### src/rtl/wb_stage.sv
// Write-back stage: commits ALU results directly and stalls for data-memory
// loads, with flush squashing, a load timeout and a retired-write counter.
module wb_stage #(
    parameter int DW  = 16,
    parameter int TMO = 15
) (
    input  logic          clk,
    input  logic          rst_n,
    input  logic          in_valid,
    output logic          in_ready,
    input  logic [2:0]    in_rd,
    input  logic [DW-1:0] in_res,
    input  logic          in_we,
    input  logic          in_load,
    input  logic          in_byte,
    input  logic          flush,
    output logic          mem_req,
    output logic [DW-1:0] mem_addr,
    input  logic [DW-1:0] mem_rdata,
    input  logic          mem_ack,
    output logic [2:0]    WB_addr,
    output logic [DW-1:0] WB_data,
    output logic          RegWe,
    output logic          stall,
    output logic          load_err,
    output logic [15:0]   retired
);

    typedef enum logic [1:0] {IDLE, LOAD_WAIT, COMMIT} state_t;

    localparam logic [7:0] TMO_LAST = 8'(TMO - 1);

    state_t        state, state_nx;
    logic          accept;
    logic          ld_done;
    logic          ld_tmo;
    logic          waiting;
    logic [2:0]    rd_q;
    logic          we_q;
    logic          byte_q;
    logic [7:0]    cnt;
    logic [DW-1:0] ld_data;

    always_ff @(posedge clk or negedge rst_n) begin
        if (!rst_n) state <= IDLE;
        else        state <= state_nx;
    end

    always_comb begin
        state_nx = state;
        waiting  = (state == LOAD_WAIT);
        in_ready = ~waiting;
        stall    = waiting;
        mem_req  = waiting;
        RegWe    = (state == COMMIT) && we_q;
        accept   = in_valid && in_ready && !flush;
        // flush outranks a same-cycle ack; ack outranks the timeout
        ld_done  = waiting && !flush && mem_ack;
        ld_tmo   = waiting && !flush && !mem_ack && (cnt == TMO_LAST);
        ld_data  = byte_q ? {{(DW-8){mem_rdata[7]}}, mem_rdata[7:0]} : mem_rdata;
        case (state)
            IDLE, COMMIT: begin
                if (accept) state_nx = in_load ? LOAD_WAIT : COMMIT;
                else        state_nx = IDLE;
            end
            LOAD_WAIT: begin
                if (flush || ld_tmo) state_nx = IDLE;
                else if (ld_done)    state_nx = COMMIT;
            end
            default: state_nx = IDLE;
        endcase
    end

    // WB_addr/WB_data only change on entry to COMMIT, so they hold elsewhere
    always_ff @(posedge clk or negedge rst_n) begin
        if (!rst_n) begin
            rd_q     <= '0;
            we_q     <= 1'b0;
            byte_q   <= 1'b0;
            cnt      <= '0;
            mem_addr <= '0;
            WB_addr  <= '0;
            WB_data  <= '0;
            load_err <= 1'b0;
            retired  <= '0;
        end else begin
            if (accept) begin
                we_q <= in_we;
                if (in_load) begin
                    rd_q     <= in_rd;
                    byte_q   <= in_byte;
                    mem_addr <= in_res;
                    cnt      <= '0;
                end else begin
                    WB_addr <= in_rd;
                    WB_data <= in_res;
                end
            end
            if (ld_done) begin
                WB_addr <= rd_q;
                WB_data <= ld_data;
            end else if (waiting && !flush) begin
                cnt <= cnt + 8'd1;
            end
            if (ld_tmo) load_err <= 1'b1;
            if (RegWe)  retired  <= retired + 16'd1;
        end
    end

endmodule

### config.mk
export PLATFORM = sky130hd
export DESIGN_NAME = wb_stage
export DESIGN_NICKNAME = d
export VERILOG_FILES = /design/src/rtl/wb_stage.sv
export SDC_FILE = /design/constraint.sdc
export NUM_CORES = 1
export LEC_CHECK = 0
export BUFFER_PORTS_ARGS = -buffer_cell sky130_fd_sc_hd__buf_2
export CAP_MARGIN = 20
export CORE_MARGIN = 2
export CORE_UTILIZATION = 54
export DETAILED_ROUTE_END_ITERATION = 6
export HOLD_SLACK_MARGIN = 0.15
export PLACE_DENSITY = 0.85
export SYNTH_ARGS = -nofsm -noshare
export SYNTH_HDL_FRONTEND = slang
export SYNTH_SLANG_ARGS = --single-unit
### constraint.sdc
create_clock -name clk -period 2.3 [get_ports clk]
set_input_delay 0.345 -clock clk [delete_from_list [all_inputs] [get_ports clk]]
set_output_delay 0.345 -clock clk [all_outputs]
set_load 0.01 [all_outputs]
# Yosys cells after proc, flatten, opt, wreduce, memory -nomap -nowiden
# Index checks and enable logic that the tools add are counted.
op_classes:
  addsub: 2
  eq_ne: 5
  mux: 16
  bitwise: 1
  n_reduce_logical: 15
op_table:
  columns: ["cell", "count"]
  rows:
  - ["two-way mux 16 bit", 4]
  - ["two-way mux 8 bit", 4]
  - ["adder 16 x 1 -> 16 bit (second input constant)", 1]
  - ["two-way mux 3 bit", 3]
  - ["adder 8 x 1 -> 8 bit (second input constant)", 1]
  - ["equality test 8 x 4 -> 1 bit (second input constant)", 1]
  - ["two-way mux 2 bit", 4]
  - ["logical AND 1 bit", 7]
  - ["one-hot mux 2 bit (2 select lines)", 1]
  - ["AND reduction 2 bit", 2]
  - ["!= test 3 x 2 -> 1 bit (second input constant)", 1]
  - ["equality test 2 x 1 -> 1 bit (second input constant)", 1]
  - ["equality test 2 bit (second input constant)", 1]
  - ["logical NOT 1 bit", 2]
  - ["logical NOT 2 bit", 1]
  - ["!= test 2 x 1 -> 1 bit (second input constant)", 1]
  - ["nonzero test 2 bit", 1]
  - ["OR reduction 2 bit", 1]
  - ["logical OR 1 bit", 1]
  - ["inverter 1 bit", 1]
totals:
  reg_bits: 67
  inputBits: 43

# Longest topological paths before layout
# Gate-level depths: netlist of run 1.
logic_depth:
  depth_word: 7
  ltp_mapped: 7
  depth_no_buf: 5

# Worst setup path before layout of run 1
# No wires, ideal clock.
synth_timing:
  kind: "reg2reg"
  start: "reg state[1]"
  end: "reg WB_data[10]"
  setup_ns: 0.126
  arrival_ns: 1.423
  required_ns: 2.174
  slack_ns: 0.751
  stages_incl_launch_ff: 6
  path_cell_list: "dfrtp_1 -> and2b_4 -> nand3b_1 -> and2_1 -> buf_6 -> a221o_1"
synth_via:
  elab_chain_len: 6
  elab_cells_between_ends: 10
  cone_classes: "eq/ne: 2; mux: 1; bitwise: 1; reduce/logical: 6"
synth_rtl:
  columns: ["item", "line_no", "source"]
  rows:
  - ["start: declaration", "33", "state_t state, state_nx;"]
  - ["start signal: assignment", "46", "else state <= state_nx;"]
  - ["equality test 2 x 1 -> 1 bit *", "51", "waiting = (state == LOAD_WAIT);"]
  - ["via mem_req", "17", "output logic mem_req,"]
  - ["inverter 1 bit", "52", "in_ready = ~waiting;"]
  - ["logical AND 1 bit (2 in a row)", "56", "accept = in_valid && in_ready && !flush;"]
  - ["nonzero test 2 bit (no line)", null, null]
  - ["AND reduction 2 bit (no line)", null, null]
  - ["end signal: assignment", "96", "WB_data <= in_res;"]
  - ["end signal: assignment", "101", "WB_data <= ld_data;"]
  - ["end: declaration", "22", "output logic [DW-1:0] WB_data,"]
# Mark *: on every way through the listed nets, which the timed path passes. The rest lies on a longest branch.
# A chain may end at the register's enable or synchronous reset.

# Worst setup path in the final report of run 1
layout_timing:
  start: "reg state[0]"
  end: "out RegWe"
layout_via:
  elab_chain_len: 2
layout_rtl:
  columns: ["item", "line_no", "source"]
  rows:
  - ["equality test 2 bit", "55", "RegWe = (state == COMMIT) && we_q;"]
  - ["logical AND 1 bit", "55", null]
  - ["end: declaration", "23", "output logic RegWe,"]
# No other way between the ends.

==> metrics.md, run 1 <==
| Metric | Value |
|---|---|
| Critical Path Source Type | `register` |
| Commonest cells in the netlist | `nand2_1 (97), dfrtp_1 (67), nor2_1 (16)` |
| Largest cells by area after synthesis | `dfrtp_1 (56%), nand2_1 (12%), xnor2_1 (3.5%)` |
| TNS Setup | `0 ns` |
| Row count | `27` |
| Final period demand of the worst path | `1.73 ns` |
| Top delay family on crit path | `flip-flops` |
| Total track usage | `0.237` |
| Via Count | `2546` |
| Layout Nets | `449` |
| Longest Clk Path Bufs | `2` |
| Sequential element share of the synthesized area | `0.564` |
| Syn Area/Cell | `9.98 um2` |
| Peak supply drop | `470 uV` |
| Share of layout cells above drive strength 1 | `0.314` |
| Worst Path Buf+Inv | `2` |
| Worst Max-Slew Pin Slew | `0.540 ns` |
| Post-CTS sizing | `0` |
| EDFF count, synth | `0` |
| Power per cell area | `813 nW/um2` |
| Largest net degree at the start of global routing | `31` |
| Vias per std cell | `5.30` |
| # Max-Cap Violations | `0` |
| Vias in the first global route | `2498` |
| Placer Congestion | `0.738` |
| Crit path max fanout | `7` |
| Crit end category | `output pin` |
| Synth-to-Final Area Change | `25.8%` |
| Clock Latency Late Sink | `0.33 ns` |
| Routed len/inst | `14.1 um` |
| Pwr Total | `0.00304 W` |
| Post-synth top area share | `0.564` |
| Ports | `99` |
| Post-route design area | `3740 um2` |
| Root Buffer | `clkbuf_8` |
| Initial antenna violation count | `0` |
| Slew HR | `0.638` |
| CTS buffer count | `9` |
| Yosys cell types | `39` |
| Die footprint | `6120 um2` |
| Clk slew on worst S/H paths | `0.07 ns` |
| Final Hold Fails | `0` |
| DR pass1 iterations | `4` |
| FMAX | `578 MHz` |
| Unrepaired setup endpoints after global routing | `no` |
| Fraction of registers with async set/reset | `1.00` |
| DP HPWL | `4.87 mm` |
| Clock sink total | `67` |
| Crit-path cells | `nand3b_2 > inv_1 > buf_2` |
| Starting DRT DRC Count | `141` |
| CTS tree | `yes` |
| Final max-slew violation count | `0` |
| Cell Area, Placed | `3540 um2` |
| Critical path's slowest cell | `dfrtp_1` |
| Worst hold-check path type | `primary input to register` |
| Ys Warns | `0` |
| Clk_skew | `0.00720 ns` |
| Fin crit share | `0.753` |
| Outcome | `finished, final reports clean` |
| Overall routed net length | `6.79 mm` |
| ANT cells | `0` |
| H-tree levels | `3` |
| Core ar. | `5410 um2` |
| Die width | `78.2 um` |
| Initial core utilization | `0.550` |
| Port bufs | `98` |
| Die Y-Extent | `78.2 um` |
| Post-layout util | `0.692` |
| Dominant cell type by area after synthesis | `dfrtp_1` |
| Global route overflow | `0` |
| Count leader, synth | `nand2_1` |
| Area of the mapped netlist | `2970 um2` |
| Post-DRT Antenna Nets | `0` |
| Data required, critical path | `1.96 ns` |
| Leak | `2.00 nW` |
| DRC | `0` |
| Cells after synthesis | `298` |
| Final setup vio count | `0` |
| First-pass GRT wire length | `11.4 mm` |
| CP Class | `register to output pin` |
| Synth Register Bits | `67` |
| Ys flop type | `dfrtp_1` |
| Syn_nets | `344` |
| CP Data Arrival Time | `1.39 ns` |
| Slowest Stage Delay on Critical Path | `0.41 ns` |
logic make-up (layout without fill, tap and decap cells):
| logic type | after synthesis | count (layout) | share of synthesized area |
|---|---|---|---|
| AND/OR/NAND/NOR | 156 | 156 | 0.252 |
| flip-flops | 67 | 67 | 0.564 |
| AO/OA/AOI/OAI | 33 | 33 | 0.0757 |
| XOR/XNOR | 18 | 18 | 0.0530 |
| buffers and inverters | 18 | 128 | 0.0328 |
| adder cells (fa/ha/maj) | 3 | 3 | 0.0126 |
| multiplexers | 3 | 3 | 0.0105 |
layer usage:
metal,wire (um),global-route usage,vias to the layer above
li1,-,-,1210
met1,2980,0.307,1229
met2,3250,0.381,91
met3,393,0.0483,16
met4,161,0.119,0
met5,0,0,-
per-stage QoR:
stage               worst slack [ns]  hold WS (ns)  cells
finish                         0.569         0.217    480
CTS                            0.544         0.202    480
floorplan                      0.751        0.0494    298
detailed placement             0.514         0.338    463
global route                   0.425         0.216    480
global placement               0.626         0.329    463
where the power goes:
group | internal [W] | leakage [nW] | switching, W
registers | 0.00136 | 0.866 | 0.000133
clock network | 0.000529 | 0.0926 | 0.000424
logic | 0.000272 | 1.04 | 0.000326
total | 0.00216 | 2.00 | 0.000883
cell usage in the layout (no fill, tap or decap), drive strengths merged:
cell type	n
mux2	1
nand2	97
a21oi	9
nor4b	1
clkbuf	12
nor2b	1
and2	1
nor2	16
nand2b	8
inv	5
buf	106
xnor2	12
dlygate4sd3	1
nor3b	1
xor2	6
nand3	10
clkinv	1
mux2i	2
nand4	5
and4	4
and3	2
nand4b	1
and2b	1
nor3	1
nand3b	3
a31oi	11
a211oi	1
a221o	8
or2	1
o21ai	2
nor4	3
clkinvlp	2
a21o	1
bufinv	1
ha	3
dfrtp	67
o22ai	1
worst paths after layout:
kind                       cells past startpoint  slack [ns]                        to                     start
setup reg to reg                               6        0.57   mem_addr[0]$_DFFE_PN0P_      state[1]$_DFFE_PN0P_
min in group asynchronous                      2        0.50    retired[6]$_DFFE_PN0P_                     rst_n
max in group asynchronous                      3        1.08    retired[8]$_DFFE_PN0P_                     rst_n
setup / recovery                               3        0.57                     RegWe      state[0]$_DFFE_PN0P_
hold / removal                                 3        0.22   mem_addr[6]$_DFFE_PN0P_                 in_res[6]
hold reg to reg                                2        0.47  mem_addr[12]$_DFFE_PN0P_  mem_addr[12]$_DFFE_PN0P_
worst reg2reg max path: stages (launching register included):
cell     delay [ns]
dfrtp_1        0.43
and2b_4        0.25
inv_2          0.08
and3_1         0.44
buf_4          0.29
nand2_1        0.09
nand2_1        0.08
registers in the layout, summed over array words and instances (netlist names):
register and count:
WB_data 16, mem_addr 16, retired 16, cnt 8, WB_addr 3, rd_q 3
state 2, byte_q 1, load_err 1, we_q 1
what timing repair did:
item | in CTS | in global routing
endpoints found under the hold margin | 20 | 0
hold buffers | 1 | 0
setup buffers | 0 | 0
final cells by class:
cell class	count	area, um2
fill	436	1660
tap	72	90.1
clock inverter	4	50.0
inverter	5	18.8
clock buffer	12	145
sequential	67	1680
timing repair buffer	107	561
multi-input combinational	213	1200
Power figures use the tool's default switching activity.
==> run 2: changes to the inputs <==
--- a/config.mk
+++ b/config.mk
@@ -8,10 +8,10 @@
 export BUFFER_PORTS_ARGS = -buffer_cell sky130_fd_sc_hd__buf_2
 export CAP_MARGIN = 20
 export CORE_MARGIN = 2
-export CORE_UTILIZATION = 54
+export CORE_UTILIZATION = 50
 export DETAILED_ROUTE_END_ITERATION = 6
 export HOLD_SLACK_MARGIN = 0.15
-export PLACE_DENSITY = 0.85
+export PLACE_DENSITY = 0.79
 export SYNTH_ARGS = -nofsm -noshare
 export SYNTH_HDL_FRONTEND = slang
 export SYNTH_SLANG_ARGS = --single-unit
==> constraint.sdc (replaced) <==
create_clock -name clk -period 1.7 [get_ports clk]
set_input_delay 0.255 -clock clk [delete_from_list [all_inputs] [get_ports clk]]
set_output_delay 0.255 -clock clk [all_outputs]
set_load 0.01 [all_outputs]
==> metrics.md, run 2 (synthesis gave the netlist of run 1 again) <==
| Metric | Value |
|---|---|
| Data required, critical path | `1.90 ns` |
| Finished Layout Cells | `506` |
| Worst R2R Start | `state[1]$_DFFE_PN0P_` |
| Total track usage | `0.234` |
| Worst Max-Slew Pin Slew | `0.413 ns` |
| Initial core utilization | `0.508` |
| Slew HR | `0.722` |
| Postcts setup bufs | `0` |
| Worst hold-check path type | `primary input to register` |
| Biggest regs | `WB_data: 16 flops, mem_addr: 16 flops, retired: 16 flops` |
| Global route overflow | `0` |
| CTS tree | `yes` |
| DR pass1 iterations | `4` |
| FMAX | `614 MHz` |
| Pwr Total | `0.00436 W` |
| Die width | `81.1 um` |
| Net switching power | `0.00122 W` |
| Clock power share | `0.339` |
| Row count | `28` |
| Clock Latency Late Sink | `0.32 ns` |
| Via Count | `2595` |
| Worst Path Buf+Inv | `0` |
| H-tree levels | `3` |
| Flop2flop setup slack | `0.07 ns` |
| Clk slew on worst S/H paths | `0.07 ns` |
| Fin crit share | `0.959` |
| CP Data Arrival Time | `1.83 ns` |
| Post-DRT Antenna Nets | `0` |
| Layout Nets | `472` |
| Critical Path Source Type | `register` |
| Vias in the first global route | `2496` |
| Most frequent cells in the layout | `buf_2 (98), nand2_1 (97), dfrtp_1 (66)` |
| Synth-to-Final Area Change | `36.3%` |
| Seq pwr share | `0.462` |
| Power per cell area | `1080 nW/um2` |
| Slowest Stage Delay on Critical Path | `0.45 ns` |
| Top delay family on crit path | `simple AND/OR/NAND/NOR gates` |
| # Max-Cap Violations | `0` |
| Critical path's slowest cell | `dfrtp_2` |
| First-pass GRT wire length | `11.7 mm` |
| Share of layout cells above drive strength 1 | `0.316` |
| Clk_skew | `0.00456 ns` |
| Largest net degree at the start of global routing | `68` |
| Number of instances in the placed design | `469` |
| Crit path capture | `WB_data[8]$_DFFE_PN0P_` |
| Peak supply drop | `562 uV` |
| Die Y-Extent | `81.1 um` |
| Final Hold Fails | `0` |
| Initial antenna violation count | `0` |
| Crit path max fanout | `9` |
| Crit-path cells | `and2b_4 > nand3b_1 > and2_2 > a221o_1` |
| Reg-to-reg critical path endpoint | `WB_data[8]$_DFFE_PN0P_` |
| Clock sink total | `67` |
| Longest Clk Path Bufs | `2` |
| CTS buffer count | `9` |
| Final max-slew violation count | `0` |
| CP Class | `register to register` |
| Reg2reg path depth | `4` |
| Starting DRT DRC Count | `136` |
| Outcome | `finished, final reports clean` |
| Comb power frac | `0.200` |
| Root Buffer | `clkbuf_8` |
| Core ar. | `5850 um2` |
| Most common cell after layout, fill and taps aside | `buf_2` |
| Routed len/inst | `14.4 um` |
| Fill cells | `450` |
| Leak | `2.16 nW` |
| Ports | `99` |
| Hold depth | `2` |
| Final period demand of the worst path | `1.63 ns` |
| DP HPWL | `4.91 mm` |
| Final setup vio count | `0` |
| Switching share of power | `0.279` |
| CP startpoint | `state[1]$_DFFE_PN0P_` |
| Die footprint | `6580 um2` |
| Placer Congestion | `0.812` |
| Crit path depth | `4` |
| ANT cells | `0` |
| Internal power | `0.00315 W` |
| Crit end category | `register` |
| Port bufs | `98` |
| Overall routed net length | `7.30 mm` |
| DRC | `0` |
| Vias per std cell | `5.13` |
[run 2: cell count changes in the layout (fill, tap and decap cells not counted), sizes merged]
cell,delta
dlygate4sd3,+20
clkinvlp,-2
clkbuf,-1
buf,+3
bufinv,+1
clkinv,+2
[run 2: power groups by stage]
stage          sequential (W)  combinational, W  clock, W
3_3_place_gp          0.00203          0.000810         0
6_report              0.00202          0.000871   0.00148
5_1_grt               0.00205          0.000973   0.00158
2_1_floorplan         0.00212          0.000335         0
4_1_cts               0.00201          0.000875   0.00150
3_5_place_dp          0.00203          0.000836         0
[run 2: layer usage]
metal	vias up	part of all wire	track usage
met2	90	0.51	0.396
li1	1258	-	-
met3	13	0.052	0.0456
met4	0	0.017	0.0932
met5	-	0	0
met1	1234	0.42	0.297
[run 2: layout make-up]
type                    count  area [um2]  area share
flip-flops and latches     67        1680       0.414
inverters                   5        18.8     0.00463
well taps                  75        93.8      0.0232
clock buffers              11         151      0.0374
clock inverters             5        75.1      0.0185
repair buffers            130         821       0.203
multi-input cells         213        1210       0.300
[run 2: metrics by stage]
step	setup TNS (ns)	hold WS (ns)	instance area, um2	worst slack [ns]	utilization
detailed placement	0	0.301	3600	0.0663	0.615
CTS	0	0.180	4050	0.0369	0.691
finish	0	0.191	4050	0.0703	0.693
floorplan	0	-0.0406	2970	0.151	-
global route	-0.000413	0.185	4050	-0.000413	0.693
global placement	0	0.299	3600	0.142	0.615
[run 2: what timing repair did]
| action | 4_1_cts | 5_1_grt |
|---|---|---|
| endpoints found under the setup margin | 1 | 10 |
| hold endpoints to repair | 87 | 0 |
| gates resized for setup | 1 | 3 |
| hold buffers | 21 | 0 |
[run 2: how the worst min path moves through the flow]
stage,from,end,slack (ns)
6_report,in_we,we_q$_DFFE_PN0N_,0.19
5_1_grt,in_we,we_q$_DFFE_PN0N_,0.18
4_1_cts,in_we,we_q$_DFFE_PN0N_,0.18
3_5_place_dp,rst_n,retired[3]$_DFFE_PN0P_,0.30
3_3_place_gp,rst_n,retired[2]$_DFFE_PN0P_,0.30
2_1_floorplan,rst_n,WB_addr[0]$_DFFE_PN0P_,-0.04
